--- src/rtl/mul_seq_pkg.sv ---
// Shared types and defaults for the iterative shift-add MUL sequencer.
package mul_seq_pkg;

   localparam int unsigned DEF_XLEN = 64;
   localparam int unsigned DEF_TAGW = 5;
   localparam int unsigned CNTW     = $clog2(DEF_XLEN);

   typedef enum logic [1:0] {
      ST_IDLE = 2'd0,
      ST_BUSY = 2'd1,
      ST_DONE = 2'd2
   } mul_state_e;

endpackage

--- src/rtl/mul_shift_add_dp.sv ---
// Shift-add datapath: accumulator, shifting multiplicand/multiplier, one shared adder.
module mul_shift_add_dp
   import mul_seq_pkg::*;
#(
   parameter int unsigned XLEN = DEF_XLEN
) (
   input  logic            clk,
   input  logic            rst_n,
   input  logic            load_i,
   input  logic            step_i,
   input  logic [XLEN-1:0] a_i,
   input  logic [XLEN-1:0] b_i,
   output logic [XLEN-1:0] acc_o,
   output logic            b_next_zero_o
);

   logic [XLEN-1:0] acc_q, acc_d;
   logic [XLEN-1:0] a_q, a_d;
   logic [XLEN-1:0] b_q, b_d;

   // acc_o is the post-step value so the controller can capture the final sum on the exit edge
   assign acc_o         = b_q[0] ? (acc_q + a_q) : acc_q;
   assign b_next_zero_o = (b_q[XLEN-1:1] == '0);

   always_comb begin
      acc_d = acc_q;
      a_d   = a_q;
      b_d   = b_q;
      if (load_i) begin
         acc_d = '0;
         a_d   = a_i;
         b_d   = b_i;
      end else if (step_i) begin
         acc_d = acc_o;
         a_d   = {a_q[XLEN-2:0], 1'b0};
         b_d   = {1'b0, b_q[XLEN-1:1]};
      end
   end

   always_ff @(posedge clk or negedge rst_n) begin
      if (!rst_n) begin
         acc_q <= '0;
         a_q   <= '0;
         b_q   <= '0;
      end else begin
         acc_q <= acc_d;
         a_q   <= a_d;
         b_q   <= b_d;
      end
   end

endmodule

--- src/rtl/mul_sequencer.sv ---
// MUL controller for EX: accepts one request, iterates the shift-add datapath, pulses the result with its tag.
module mul_sequencer
   import mul_seq_pkg::*;
#(
   parameter int unsigned XLEN = DEF_XLEN,
   parameter int unsigned TAGW = DEF_TAGW
) (
   input  logic            clk,
   input  logic            rst_n,
   input  logic            req_valid,
   output logic            req_ready,
   input  logic [XLEN-1:0] req_a,
   input  logic [XLEN-1:0] req_b,
   input  logic [TAGW-1:0] req_rd,
   input  logic            flush,
   output logic            resp_valid,
   output logic [XLEN-1:0] resp_result,
   output logic [TAGW-1:0] resp_rd,
   output logic            stall
);

   localparam int unsigned CW = $clog2(XLEN);

   mul_state_e      state_q;
   logic [CW-1:0]   count_q;
   logic [TAGW-1:0] tag_q;
   logic            resp_valid_q;
   logic [XLEN-1:0] resp_result_q;
   logic [TAGW-1:0] resp_rd_q;

   logic            accept;
   logic            step;
   logic            b_next_zero;
   logic [XLEN-1:0] acc;

   assign req_ready = (state_q == ST_IDLE) && !flush;
   assign accept    = req_valid && req_ready;
   assign step      = (state_q == ST_BUSY) && !flush;
   assign stall     = (state_q == ST_BUSY) || (state_q == ST_DONE) ||
                      ((state_q == ST_IDLE) && req_valid && !flush);

   assign resp_valid  = resp_valid_q;
   assign resp_result = resp_result_q;
   assign resp_rd     = resp_rd_q;

   mul_shift_add_dp #(.XLEN(XLEN)) u_dp (
      .clk          (clk),
      .rst_n        (rst_n),
      .load_i       (accept),
      .step_i       (step),
      .a_i          (req_a),
      .b_i          (req_b),
      .acc_o        (acc),
      .b_next_zero_o(b_next_zero)
   );

   // Response is registered on the edge entering DONE so it is visible for exactly the DONE cycle
   always_ff @(posedge clk or negedge rst_n) begin
      if (!rst_n) begin
         state_q       <= ST_IDLE;
         count_q       <= '0;
         tag_q         <= '0;
         resp_valid_q  <= 1'b0;
         resp_result_q <= '0;
         resp_rd_q     <= '0;
      end else begin
         resp_valid_q <= 1'b0;
         if (flush) begin
            state_q <= ST_IDLE;
         end else begin
            case (state_q)
               ST_IDLE: begin
                  if (req_valid) begin
                     tag_q   <= req_rd;
                     count_q <= '0;
                     if (req_b == '0) begin
                        state_q       <= ST_DONE;
                        resp_valid_q  <= 1'b1;
                        resp_result_q <= '0;
                        resp_rd_q     <= req_rd;
                     end else begin
                        state_q <= ST_BUSY;
                     end
                  end
               end
               ST_BUSY: begin
                  count_q <= count_q + 1'b1;
                  if (b_next_zero || (count_q == CW'(XLEN - 1))) begin
                     state_q       <= ST_DONE;
                     resp_valid_q  <= 1'b1;
                     resp_result_q <= acc;
                     resp_rd_q     <= tag_q;
                  end
               end
               ST_DONE: state_q <= ST_IDLE;
               default: state_q <= ST_IDLE;
            endcase
         end
      end
   end

endmodule

--- config.mk ---
export PLATFORM = sky130hd
export DESIGN_NAME = mul_sequencer
export DESIGN_NICKNAME = d
export VERILOG_FILES = /design/src/rtl/mul_seq_pkg.sv /design/src/rtl/mul_shift_add_dp.sv /design/src/rtl/mul_sequencer.sv
export SDC_FILE = /design/constraint.sdc
export NUM_CORES = 1
export LEC_CHECK = 0
export CAP_MARGIN = 20
export CORE_ASPECT_RATIO = 1.4
export CORE_MARGIN = 5
export CORE_UTILIZATION = 60
export CTS_CLUSTER_SIZE = 12
export DETAILED_ROUTE_END_ITERATION = 16
export PLACE_DENSITY_LB_ADDON = 0.3
export SLEW_MARGIN = 20
export SYNTH_ARGS = -nofsm -noshare
export SYNTH_HDL_FRONTEND = slang
export SYNTH_HIERARCHICAL = 1
export SYNTH_SLANG_ARGS = --single-unit
--- constraint.sdc ---
create_clock -name clk -period 5.25 [get_ports clk]
set_clock_uncertainty 0.05 [all_clocks]
set_input_delay 1.05 -clock clk [delete_from_list [all_inputs] [get_ports clk]]
set_output_delay 1.05 -clock clk [all_outputs]
set_load 0.01 [all_outputs]
==> results, run 1 <==
- The antenna diode count is 0.
- The half-perimeter wire length of the detailed placement result is 32.2 mm.
- Across the whole layout, storage elements account for 0.00688 sq mm.
- The synthesized netlist contains 77 unique library cells.
- The final count of hold timing violations was 0.
- The buffer levels on the longest clock path is 3.
- The highest metal layer used by the detailed router is met4.
- Setup repair after global routing left no endpoint under its margin.
- Once the clock tree was built, the setup fixing pass inserted 0 buffers.
- Counting both buffers and inverters, the worst setup path holds a total of 1.
- The remaining max-slew budget at the tightest pin is 26.4%.
- The multi-input combinational cells in the finished layout cover a total of 0.00973 sq mm.
- In this run the core area contains 73 standard-cell rows.
- The highest attainable clock frequency is 0.243 GHz.
- Data arrives at the worst endpoint at 4.47 ns.
- The clock-pin slew on the worst setup and hold paths is 0.06 ns.
- The post-detailed-route via-to-cell ratio is 6.30.
- In the synthesized netlist, the cells that appear most often are 275 x sky130_fd_sc_hd__dfrtp_1, 257 x sky130_fd_sc_hd__nand2_1, 159 x sky130_fd_sc_hd__o21ai_0.
- In the final routed layout, each cell accounts on average for 19.8 um.
- Summed over all layers, the routed wires come to 46.2 mm.
- The die is 153 um wide.
- For this block, the initial DRC count from the detailed router was 1153.
- TritonCTS built the clock tree.
- Yosys printed 6 warnings.
- The fraction of the cycle the final worst path needs is 78.3%.
- The initial antenna violation count is 0.
- Summed over all nets, wire length on met2 after detailed routing comes to 23.5 mm.
- The vertical extent of the die is 211 um.
- The leading register cell type out of synthesis is sky130_fd_sc_hd__dfrtp_1.
- The leakage power is 0.00835 uW.
- The first-pass iteration count of the detailed router is 5.
- The routability congestion estimate is 0.970.
- On the critical path, the stage with the largest delay is an instance of sky130_fd_sc_hd__a211oi_1.
- Hold repair after CTS inserted 0 buffers.
- The internal cell power is 6750 uW.
- The post-route DRC violation count is 0.
- On the critical path the largest part of the delay comes from compound AO/OA/AOI/OAI gates.
- The via count of the first global-routing pass is 15.2k.
- The overall power is 11800 uW.
- The routed via count is 14.7k.
- In the final routing, the length of wire on met1 measures 17.8 mm.
- Sorting the synthesized cells by area gives the leading types as sky130_fd_sc_hd__dfrtp_1 40%, sky130_fd_sc_hd__mux2i_1 8.7%, sky130_fd_sc_hd__nand2_1 5.6%, sky130_fd_sc_hd__ha_1 4.8%, sky130_fd_sc_hd__o21ai_0 4.6%.
- Of the cells placed in the final design, the portion with a size suffix greater than 1 is 9.59%.
- Data on the critical path is required at its endpoint by 5.60 ns.
- The most numerous cell in the Yosys netlist is sky130_fd_sc_hd__dfrtp_1.
- The count of filler cells inserted in the layout is 2105.
- IR analysis of the VDD net gives a maximum drop of 597 uV.
- The transition time of the tightest slew-check pin is 1.10 ns.
- The post-synthesis cell count is 1825.
- The run finished with clean final reports.
- Summing every instance area after synthesis gives 0.0173 sq mm.
- Traced cell by cell, the critical path runs through ha_1 -> inv_1 -> fa_1 -> nor2b_1 -> o211ai_1 -> a31oi_1 -> o31ai_1 -> a21oi_1 -> a211oi_1 -> o31ai_1 -> a21oi_1 -> xnor2_1 -> mux2_2 -> nand3_1 -> o2bb2ai_2.
- After synthesis, the share of flip-flops with an asynchronous set or reset is 100%.
- The number of I/O pins is 209.
- CTS placed an instance of sky130_fd_sc_hd__clkbuf_16 at the clock tree root.
- The delay of the slowest cell on the worst path is 0.64 ns.
- The switching fraction of total power is 42.9%.
- The number of nets in the final layout is 2153.
- CTS saw 275 sinks.
- The number of max-capacitance violations reported is 0.
- The first global-routing pass estimated 75.7 mm of wire.
- The worst hold path belongs to the class reg2reg.
- The max-slew violation total from the final report was 0.
- The die covers 0.0323 sq mm.
- The setup violation total in the final timing report is 0.
- The classification of the worst setup path is reg2reg.
- Sequential cells burn 32.5% of the power.
- The proportion of power drawn by the clock network is 15.8%.
- The mean post-synth cell area is 9.46 sq um.
- The number of synthesized register bits is 275.
- For this design the ratio of total power to cell area is 584 mW/mm^2.
- The number of buffers inserted during clock tree synthesis is 28.
- The combinational cell fraction of total power is 51.7%.
- The worst setup path is captured at a flip-flop.
- The number of enable-type register cells in the synthesized netlist is 0.
- The clock latency on the worst-skew pair is 0.56 ns.
- The worst setup path is launched from a flip-flop.
- The global-route congestion overflow total is 0.
- The initial utilization of the core area, before any placement, comes to 60.8%.
- Of all nets on the critical path, the largest fanout is 4.
- Compared with the post-synthesis result, the final layout area differs by 17.3%.
- Of the synthesized area, sequential elements account for 39.9%.
- The net count after synthesis is 2029.
- The core area is 0.0284 sq mm.
- The total of cells resized after clock tree synthesis is 0.
- The maximum number of pins on one net before global-route repair is 152.
- In the global route stage, overall resource usage came out at 27.9%.
- The count of H-tree levels built during CTS is 1.
- The cell taking the most area after synthesis is sky130_fd_sc_hd__dfrtp_1.
- The setup TNS is 0 ns.
- The switching power is 5070 uW.
- The count of port buffers added during placement is 208.
- The routed design uses 2.81 mm of met3 wire.
- The area share of the largest cell type after synthesis is 39.9%.
- The count of nets left with antenna violations once routing finished came out at 0.
- The worst path in the final design needs a cycle of 4.11 ns, including I/O delays and setup.
worst paths after layout:
kind                       slack (ns)  depth (start not counted)            start               to
setup / recovery                 1.14                         15    u_dp/acc_q[0]  resp_result[60]
hold / removal                   0.44                          1  resp_result[27]  resp_result[27]
setup reg to reg                 1.14                         15    u_dp/acc_q[0]  resp_result[60]
hold reg to reg                  0.44                          1  resp_result[27]  resp_result[27]
max in group asynchronous        3.55                          2            rst_n     u_dp/a_q[46]
min in group asynchronous        0.45                          1            rst_n     u_dp/a_q[11]
state kept, by name, summed over array words and instances (netlist names):
name and cells:
u_dp/b_q 64, resp_valid 1, tag_q 5, resp_result 64
u_dp/a_q 64, resp_rd 5, u_dp/acc_q 64, count_q 6
state_q 2
worst reg2reg max path: cells and delay by family (launching register included):
kind / cells / cell delay (ns)
compound gates: 8 / 2.42
fa+ha+maj: 2 / 0.47
flops: 1 / 0.41
mux: 1 / 0.26
simple gates: 2 / 0.19
buf+inv: 1 / 0.08
xor+xnor: 1 / 0.08
cell type report:
type                    count  area share (%)
clock buffers              38            3.95
clock inverters             3          0.0927
inverters                  25           0.538
multi-input cells        1395            48.1
flip-flops and latches    275            34.0
well taps                 375            2.32
repair buffers            224            11.0
placed cells by master (no fill, tap or decap), types with 6 or more instances in the layout:
cell type,n
sky130_fd_sc_hd__o21ai_0,159
sky130_fd_sc_hd__nand3_1,87
sky130_fd_sc_hd__xnor2_1,37
sky130_fd_sc_hd__inv_1,22
sky130_fd_sc_hd__o211ai_1,7
sky130_fd_sc_hd__buf_4,14
sky130_fd_sc_hd__and3_1,6
sky130_fd_sc_hd__nand2_1,257
sky130_fd_sc_hd__o21ai_1,6
sky130_fd_sc_hd__a31oi_1,7
sky130_fd_sc_hd__or3_1,7
sky130_fd_sc_hd__a21o_1,41
sky130_fd_sc_hd__o2bb2ai_2,50
sky130_fd_sc_hd__nor4_1,35
sky130_fd_sc_hd__o2bb2ai_1,14
sky130_fd_sc_hd__o21bai_1,15
sky130_fd_sc_hd__or4_1,7
sky130_fd_sc_hd__ha_1,65
sky130_fd_sc_hd__clkbuf_16,29
sky130_fd_sc_hd__mux2_1,16
sky130_fd_sc_hd__mux2i_1,150
sky130_fd_sc_hd__nor2_1,75
sky130_fd_sc_hd__a21oi_1,103
sky130_fd_sc_hd__clkdlybuf4s50_1,207
sky130_fd_sc_hd__o21a_1,7
sky130_fd_sc_hd__xor2_1,26
sky130_fd_sc_hd__dfrtp_1,274
sky130_fd_sc_hd__nor3_1,26
sky130_fd_sc_hd__o31ai_1,8
sky130_fd_sc_hd__nand2b_1,7
sky130_fd_sc_hd__mux2_2,59
sky130_fd_sc_hd__nor2b_1,9
sky130_fd_sc_hd__nand4_1,37
power by group through the flow:
stage,combinational [uW],sequential (uW),clock (uW)
2_1_floorplan,4340,3690,0
3_3_place_gp,5840,3790,0
3_5_place_dp,6030,3840,0
4_1_cts,6070,3830,1890
5_1_grt,6670,3960,1980
6_report,6110,3840,1870
through the flow:
| step | area, sq um | util, % | cells | hold WS [ns] | worst slack (ns) |
|---|---|---|---|---|---|
| 2_1_floorplan | 17300 | - | 1825 | 0.410 | 2.11 |
| 4_1_cts | 20200 | 71.3 | 2335 | 0.441 | 1.21 |
| 5_1_grt | 20200 | 71.3 | 2335 | 0.459 | 1.02 |
| 3_5_place_dp | 19400 | 68.4 | 2294 | 0.422 | 1.16 |
| 3_3_place_gp | 19400 | 68.4 | 2294 | 0.420 | 1.19 |
| 6_report | 20200 | 71.3 | 2335 | 0.437 | 1.14 |
routing by layer:
metal / vias up / GRT usage [%]
li1: 6875 / -
met2: 560 / 49.8
met3: 145 / 3.79
met5: - / 0
met4: 0 / 11.9
met1: 7142 / 34.0
cells by family (layout without fill, tap and decap cells):
| kind of cell | after synthesis | after routing | synth area share [%] |
|---|---|---|---|
| adders and majority gates | 67 | 67 | 4.90 |
| muxes | 225 | 225 | 13.6 |
| AOI/OAI and AO/OA | 473 | 473 | 19.5 |
| and+or+nand+nor | 567 | 567 | 15.1 |
| xor gates and xnor gates | 63 | 63 | 3.20 |
| DFF | 275 | 275 | 39.9 |
| buffers and inverters | 155 | 290 | 3.82 |
Power figures use the tool's default switching activity.
==> inputs of run 2 (changes only) <==
- CORE_UTILIZATION: 60 -> 57
- clock period: 5.25 -> 4.11 ns (I/O delays scaled with it)
==> run 2 against run 1 <==
Clock power up 32%. Die area grew 5.0%. Register-to-register slack worse by 1.1 ns. Critical path depth up 1. Highest routed layer is now met5. Critical path type unchanged.
==> results, run 2 (synthesis results as in run 1) <==
- The total power divided by cell area came to 748 mW/mm^2 (+28%).
- The vertical extent of the die is 216 um (+2.5%).
- The library cells used most frequently in the layout, excluding fill and tap cells, are 274 x sky130_fd_sc_hd__dfrtp_1, 257 x sky130_fd_sc_hd__nand2_1, 207 x sky130_fd_sc_hd__clkdlybuf4s50_1, 159 x sky130_fd_sc_hd__o21ai_0, 150 x sky130_fd_sc_hd__mux2i_1.
- The arrival time reported for the critical path endpoint is 4.38 ns (-0.09 ns).
- The max-slew violation total from the final report is 0 (unchanged).
- The post-route DRC violation count is 0 (unchanged).
- The first-pass GRT wire length is 78.2 mm (+3.4%).
- The setup violation total in the final timing report is 0 (unchanged).
- The number of buffers added for setup after CTS is 0 (unchanged).
- The largest voltage drop on the vdd net is 1010 uV (+69%).
- The post-detailed-routing wire length is 47.7 mm (+3.1%).
- Setup repair after global routing left no endpoint under its margin.
- The fraction of the cycle the final worst path needs is 98.0% (+20 points).
- The average detailed-routed wire length per instance is 20.2 um (+2.0%).
- The overall power was 15300 uW (+29%).
- The run finished with clean final reports.
- Compared with the post-synthesis result, the final layout area differs by 18.4%.
- The leakage power is 0.00843 uW (+1.0%).
- The global-route congestion overflow total is 0 (unchanged).
- The number of buffers inserted during clock tree synthesis is 29 (+3.6%).
- The maximum number of pins on one net before global-route repair is 128 (-16%).
- The antenna diode count is 0 (unchanged).
- The initial core utilization is 57.7% (-3.1 points).
- The all-layer global routing usage is 27.9% (about the same).
- The count of filler cells inserted in the layout is 2343 (+11%).
- The via count of the first global-routing pass is 15.2k (+0.066%).
- The number of nets in the final layout is 2162 (+0.42%).
- The number of clock sinks was 275 (unchanged).
- The share of the core filled with cells in the final layout came to 68.3% (-3.0 points).
- The half-perimeter wire length of the detailed placement result was 33.7 mm (+4.4%).
- The number of I/O pins was 209 (unchanged).
- The final period demand of the worst path is 4.03 ns (-0.0837 ns).
- The worst setup path is captured at a flip-flop.
- The worst hold-check path type is in2async.
- The setup TNS is 0 ns (unchanged).
- The critical path goes through ha_1 -> inv_1 -> fa_1 -> nor2b_1 -> o211ai_1 -> a31oi_1 -> o31ai_1 -> a21oi_1 -> a211oi_1 -> buf_4 -> o31ai_1 -> a21oi_1 -> xnor2_1 -> mux2_2 -> nand3_1 -> o2bb2ai_2.
- The routed via count is 14.6k (-0.65%).
- The sequential cell area was 0.00688 sq mm (unchanged).
- The buffer type at the clock tree root is sky130_fd_sc_hd__clkbuf_16.
- The remaining max-slew budget at the tightest pin is 26.0% (-0.41 points).
- The highest attainable clock frequency is 0.248 GHz (+2.1%).
- The routability congestion estimate is 0.942 (-2.9%).
- The number of max-capacitance violations reported is 0 (unchanged).
- The first-pass iteration count of the detailed router is 5 (unchanged).
- The final count of hold timing violations is 0 (unchanged).
- The fraction of layout cells with a size suffix above 1 is 9.97% (+0.38 points).
- The chip width is 157 um (+2.4%).
- The area occupied by multi-input gates was 0.00973 sq mm (unchanged).
- The transition time of the tightest slew-check pin is 1.11 ns (+0.00618 ns).
- Among all stages on the critical path, the largest delay is contributed by sky130_fd_sc_hd__o31ai_1.
- The maximum net fanout on the critical path was 4 (unchanged).
- The overall die area was 0.0339 sq mm (+5.0%).
- The core area came to 0.0299 sq mm (+5.4%).
- The buffer levels on the longest clock path is 3 (unchanged).
- The initial antenna violation count was 1 (+1).
- The most frequent standard cell in the layout excluding fill and tap cells is sky130_fd_sc_hd__dfrtp_1.
- The clock-pin slew on the worst setup and hold paths came to 0.06 ns (about the same).
- The critical path in this run is classified as reg2reg.
- The delay of the slowest cell on the worst path came to 0.54 ns (-0.10 ns).
- The total of cells resized after clock tree synthesis was 0 (unchanged).
- The clock latency on the worst-skew pair was 0.56 ns (about the same).
- The count of routing violations after the opening detailed-route iteration is 1112 (-3.6%).
- The antenna violation net count after detailed routing came to 0 (unchanged).
- The count of H-tree levels built during CTS came to 1 (unchanged).
- The count of port buffers added during placement is 208 (unchanged).
- The post-detailed-route via-to-cell ratio is 6.20 (-1.7%).
- The number of buffers added to fix hold violations after cts is 0 (unchanged).
- TritonCTS built the clock tree.
- STA classifies the critical path startpoint as a flip-flop.
- The data required time of the critical path came to 4.46 ns (-1.14 ns).
- The number of placement rows is 75 (+2.7%).
## run 2: final timing paths
path / from / endpoint / slack [ns] / cells past startpoint
max in group asynchronous: rst_n / u_dp/acc_q[48] / 3.00 / 2
worst min-delay path: rst_n / u_dp/a_q[8] / 0.08 / 1
worst max register to register: u_dp/a_q[0] / resp_result[60] / 0.08 / 16
worst min register to register: tag_q[4] / tag_q[4] / 0.44 / 1
min in group clk: tag_q[4] / tag_q[4] / 0.44 / 1
worst max-delay path: u_dp/a_q[0] / resp_result[60] / 0.08 / 16
## run 2: cell type report
| type | count | share of cell area, % |
|---|---|---|
| multi-input cells | 1395 | 47.6 |
| flip-flops and latches | 275 | 33.7 |
| repair buffers | 232 | 11.6 |
| clock buffers | 44 | 3.97 |
| well taps | 385 | 2.36 |
| inverters | 25 | 0.533 |
| clock inverters | 5 | 0.263 |
## run 2: per-layer routing
metal  routed length [um]  vias to the layer above  GRT usage, %
met1                18700                     7157          34.6
li1                     -                     6923             -
met3                 2910                      102          4.51
met4                 1450                        2          9.10
met5                   11                        -             0
met2                24600                      443          49.3
## run 2: critical path, delay by kind of cell (launching register included)
| kind | cells | cell delay (ns) |
|---|---|---|
| multiplexers | 1 | 0.28 |
| buffers and inverters | 2 | 0.23 |
| XOR/XNOR | 1 | 0.17 |
| flip-flops | 1 | 0.37 |
| adder cells (fa/ha/maj) | 2 | 0.63 |
| AND/OR/NAND/NOR | 2 | 0.28 |
| AO/OA/AOI/OAI | 8 | 1.85 |
## run 2: power breakdown
| group | switching, uW | internal, uW | leakage [uW] | total [uW] |
|---|---|---|---|---|
| Sequential | 1040 | 3870 | 0.00360 | 4910 |
| Clock | 1060 | 1410 | 0.000423 | 2470 |
| Combinational | 4450 | 3460 | 0.00441 | 7910 |
| Total | 6550 | 8740 | 0.00843 | 15300 |
## run 2: metrics by stage
step / cell area [sq um] / std cells / setup WS, ns / hold WS, ns
after floorplan: 17300 / 1825 / 0.970 / 0.410
after global placement: 19600 / 2312 / 0.411 / 0.419
after detailed placement: 19600 / 2312 / 0.270 / 0.424
after CTS: 20400 / 2361 / 0.209 / 0.0679
after global routing: 20400 / 2361 / 0.0481 / 0.0822
final: 20400 / 2361 / 0.0809 / 0.0814
==> inputs of run 3 (changes only) <==
- SLEW_MARGIN: 20 -> 40
==> run 3 against run 2 <==
Combinational power is essentially flat. Sequential power hardly changed. Clock power about the same. Non-clock buffer count stayed put. Highest routed layer unchanged. Utilization about the same. Sequential share of layout area hardly changed. Final cell count unchanged. Critical endpoint unchanged. Power shrank 0.13%.
==> results, run 3 (synthesis results as in run 1) <==
- The buffer type at the clock tree root is sky130_fd_sc_hd__clkbuf_16.
- The number of clock sinks is 275 (unchanged).
- The most frequent standard cell in the layout excluding fill and tap cells is sky130_fd_sc_hd__dfrtp_1.
- The minimum setup slack after placement was 0.329 ns (+0.0591 ns).
- The half-perimeter wire length of the detailed placement result came to 33.6 mm (-0.11%).
- The core area is 0.0299 sq mm (unchanged).
- The clock latency on the worst-skew pair is 0.57 ns (about the same).
- The total power divided by cell area is 748 mW/mm^2 (-0.12%).
- The worst setup path is launched from a flip-flop.
- The highest attainable clock frequency is 0.259 GHz (+4.2%).
- The post-detailed-route via-to-cell ratio is 6.18 (-0.27%).
- The final non-filler cell total is 2361 (unchanged).
- The leakage power was 0.00844 uW (about the same).
- The number of nets in the final layout was 2162 (unchanged).
- The max-slew violation total from the final report is 0 (unchanged).
- The initial core utilization is 57.7% (unchanged).
- The vertical extent of the die came to 216 um (unchanged).
- The count of H-tree levels built during CTS came to 1 (unchanged).
- The maximum net fanout on the critical path was 4 (unchanged).
- The arrival time reported for the critical path endpoint is 4.25 ns (-0.13 ns).
- The remaining max-slew budget at the tightest pin came to 45.8% (+20 points).
- The setup TNS came to 0 ns (unchanged).
- The run finished with clean final reports.
- The finished layout cell area is 0.0204 sq mm (about the same).
- The cell count after placement was 2312 (unchanged).
- The kind of end point of the critical path is a flip-flop.
- The via count of the first global-routing pass was 15.2k (+0.22%).
- The first-pass iteration count of the detailed router came to 5 (unchanged).
- The fraction of layout cells with a size suffix above 1 is 10.1% (+0.10 points).
- The number of placement rows is 75 (unchanged).
- The post-detailed-routing wire length is 47.6 mm (-0.19%).
- The setup path with the least slack is of type reg2reg.
- The transition time of the tightest slew-check pin is 0.812 ns (-0.298 ns).
- The setup violation total in the final timing report came to 0 (unchanged).
- Setup repair after global routing left no endpoint under its margin.
- The chip width was 157 um (unchanged).
- The number of buffers added for setup after CTS came to 0 (unchanged).
- The antenna diode count is 0 (unchanged).
- The buffer levels on the longest clock path is 3 (unchanged).
- The path class of the tightest hold or removal check is in2async.
- The top cell types in the final layout, fill and taps aside, are 274 x sky130_fd_sc_hd__dfrtp_1, 257 x sky130_fd_sc_hd__nand2_1, 207 x sky130_fd_sc_hd__clkdlybuf4s50_1, 159 x sky130_fd_sc_hd__o21ai_0, 150 x sky130_fd_sc_hd__mux2i_1.
- The clock-pin slew on the worst setup and hold paths is 0.07 ns (about the same).
- The depth of the most critical reg-to-reg path is 16 (unchanged).
- The final critical-path setup slack is 0.242 ns (+0.161 ns).
- The global-route congestion overflow total is 0 (unchanged).
- The routability congestion estimate came to 0.942 (unchanged).
- The maximum number of pins on one net before global-route repair is 128 (unchanged).
- The worst reg2reg path endpoint is resp_result[60].
- The final period demand of the worst path is 3.87 ns (-0.161 ns).
- The startpoint of the lowest-slack register-to-register path is u_dp/a_q[0].
- The number of I/O pins is 209 (unchanged).
- The first-pass GRT wire length is 78.3 mm (about the same).
- The CTS tree is built.
- The antenna violation net count after detailed routing is 0 (unchanged).
- The initial antenna violation count is 1 (unchanged).
- The data required time of the critical path came to 4.49 ns (+0.03 ns).
- The total of cells resized after clock tree synthesis is 0 (unchanged).
- The post-synthesis to final-layout area growth is 18.4% (about the same).
- The routed via count was 14.6k (-0.27%).
- The fraction of the cycle the final worst path needs is 94.1% (-3.9 points).
- The setup slack of the most critical reg-to-reg path was 0.24 ns (+0.16 ns).
- The number of max-capacitance violations reported is 0 (unchanged).
- The area after detailed placement is 0.0196 sq mm (about the same).
- The final worst hold slack is 0.0816 ns (+0.000171 ns).
- The overall die area was 0.0339 sq mm (unchanged).
- The final count of hold timing violations is 0 (unchanged).
- The all-layer global routing usage is 27.9% (+0.038 points).
- The count of port buffers added during placement came to 208 (unchanged).
- The count of routing violations after the opening detailed-route iteration was 995 (-11%).
- The number of buffers added to fix hold violations after cts is 0 (unchanged).
- The post-route DRC violation count came to 0 (unchanged).
- The largest voltage drop on the vdd net is 1260 uV (+25%).
- The number of buffers inserted during clock tree synthesis is 29 (unchanged).
- The average detailed-routed wire length per instance is 20.2 um (-0.19%).
-- run 3: cell count changes in the layout (fill, tap and decap cells not counted) --
cell / change
sky130_fd_sc_hd__bufinv_16: -1
sky130_fd_sc_hd__clkinv_4: -1
sky130_fd_sc_hd__clkinv_2: +1
sky130_fd_sc_hd__inv_6: +2
sky130_fd_sc_hd__buf_4: -2
sky130_fd_sc_hd__clkbuf_8: +1
sky130_fd_sc_hd__clkbuf_1: -2
sky130_fd_sc_hd__buf_6: +2
-- run 3: metrics by stage --
| stage | utilization (%) | power, uW |
|---|---|---|
| 3_3_place_gp | 65.4 | 12500 |
| 5_1_grt | 68.3 | 16300 |
| 6_report | 68.3 | 15300 |
| 2_1_floorplan | - | 10300 |
| 4_1_cts | 68.3 | 15300 |
| 3_5_place_dp | 65.4 | 12800 |
-- run 3: area by class of cell --
class | count | area [sq um]
multi-input cells | 1395 | 9730
fillers | 2328 | 9500
flip-flops and latches | 275 | 6880
repair buffers | 232 | 2370
clock buffers | 43 | 818
well taps | 385 | 482
inverters | 25 | 109
clock inverters | 6 | 37.5
-- run 3: metal layers --
layer | vias up | global-route usage [%] | share of wire [%]
met5 | - | 0 | 0.023
met4 | 2 | 9.21 | 3.1
met3 | 102 | 4.45 | 5.6
met2 | 444 | 48.8 | 51
met1 | 7141 | 35.2 | 40
li1 | 6899 | - | -
-- run 3: power breakdown --
| part | internal [uW] | switching (uW) | total [uW] |
|---|---|---|---|
| sequential | 3870 | 1030 | 4910 |
| clock | 1370 | 1080 | 2450 |
| combinational | 3470 | 4460 | 7920 |
| total | 8710 | 6570 | 15300 |
-- run 3: worst max-delay path by stage --
stage,slack [ns],from,end
after floorplan,0.97,u_dp/acc_q[17],resp_result[63]
after global placement,0.41,u_dp/acc_q[0],resp_result[60]
after detailed placement,0.33,u_dp/a_q[0],resp_result[60]
after CTS,0.29,u_dp/a_q[0],resp_result[60]
after global routing,0.07,u_dp/a_q[0],resp_result[60]
final,0.24,u_dp/a_q[0],resp_result[60]
-- run 3: critical path, stage by stage, from the launching register on --
cell and delay [ns]:
sky130_fd_sc_hd__dfrtp_1 0.37, sky130_fd_sc_hd__ha_1 0.17, sky130_fd_sc_hd__inv_1 0.06, sky130_fd_sc_hd__fa_1 0.46, sky130_fd_sc_hd__nor2b_1 0.18, sky130_fd_sc_hd__o211ai_1 0.12, sky130_fd_sc_hd__a31oi_1 0.33, sky130_fd_sc_hd__o31ai_1 0.20
sky130_fd_sc_hd__a21oi_1 0.26, sky130_fd_sc_hd__a211oi_1 0.08, sky130_fd_sc_hd__buf_4 0.17, sky130_fd_sc_hd__o31ai_1 0.52, sky130_fd_sc_hd__a21oi_1 0.20, sky130_fd_sc_hd__xnor2_1 0.16, sky130_fd_sc_hd__mux2_2 0.26, sky130_fd_sc_hd__nand3_1 0.10
sky130_fd_sc_hd__o2bb2ai_2 0.07
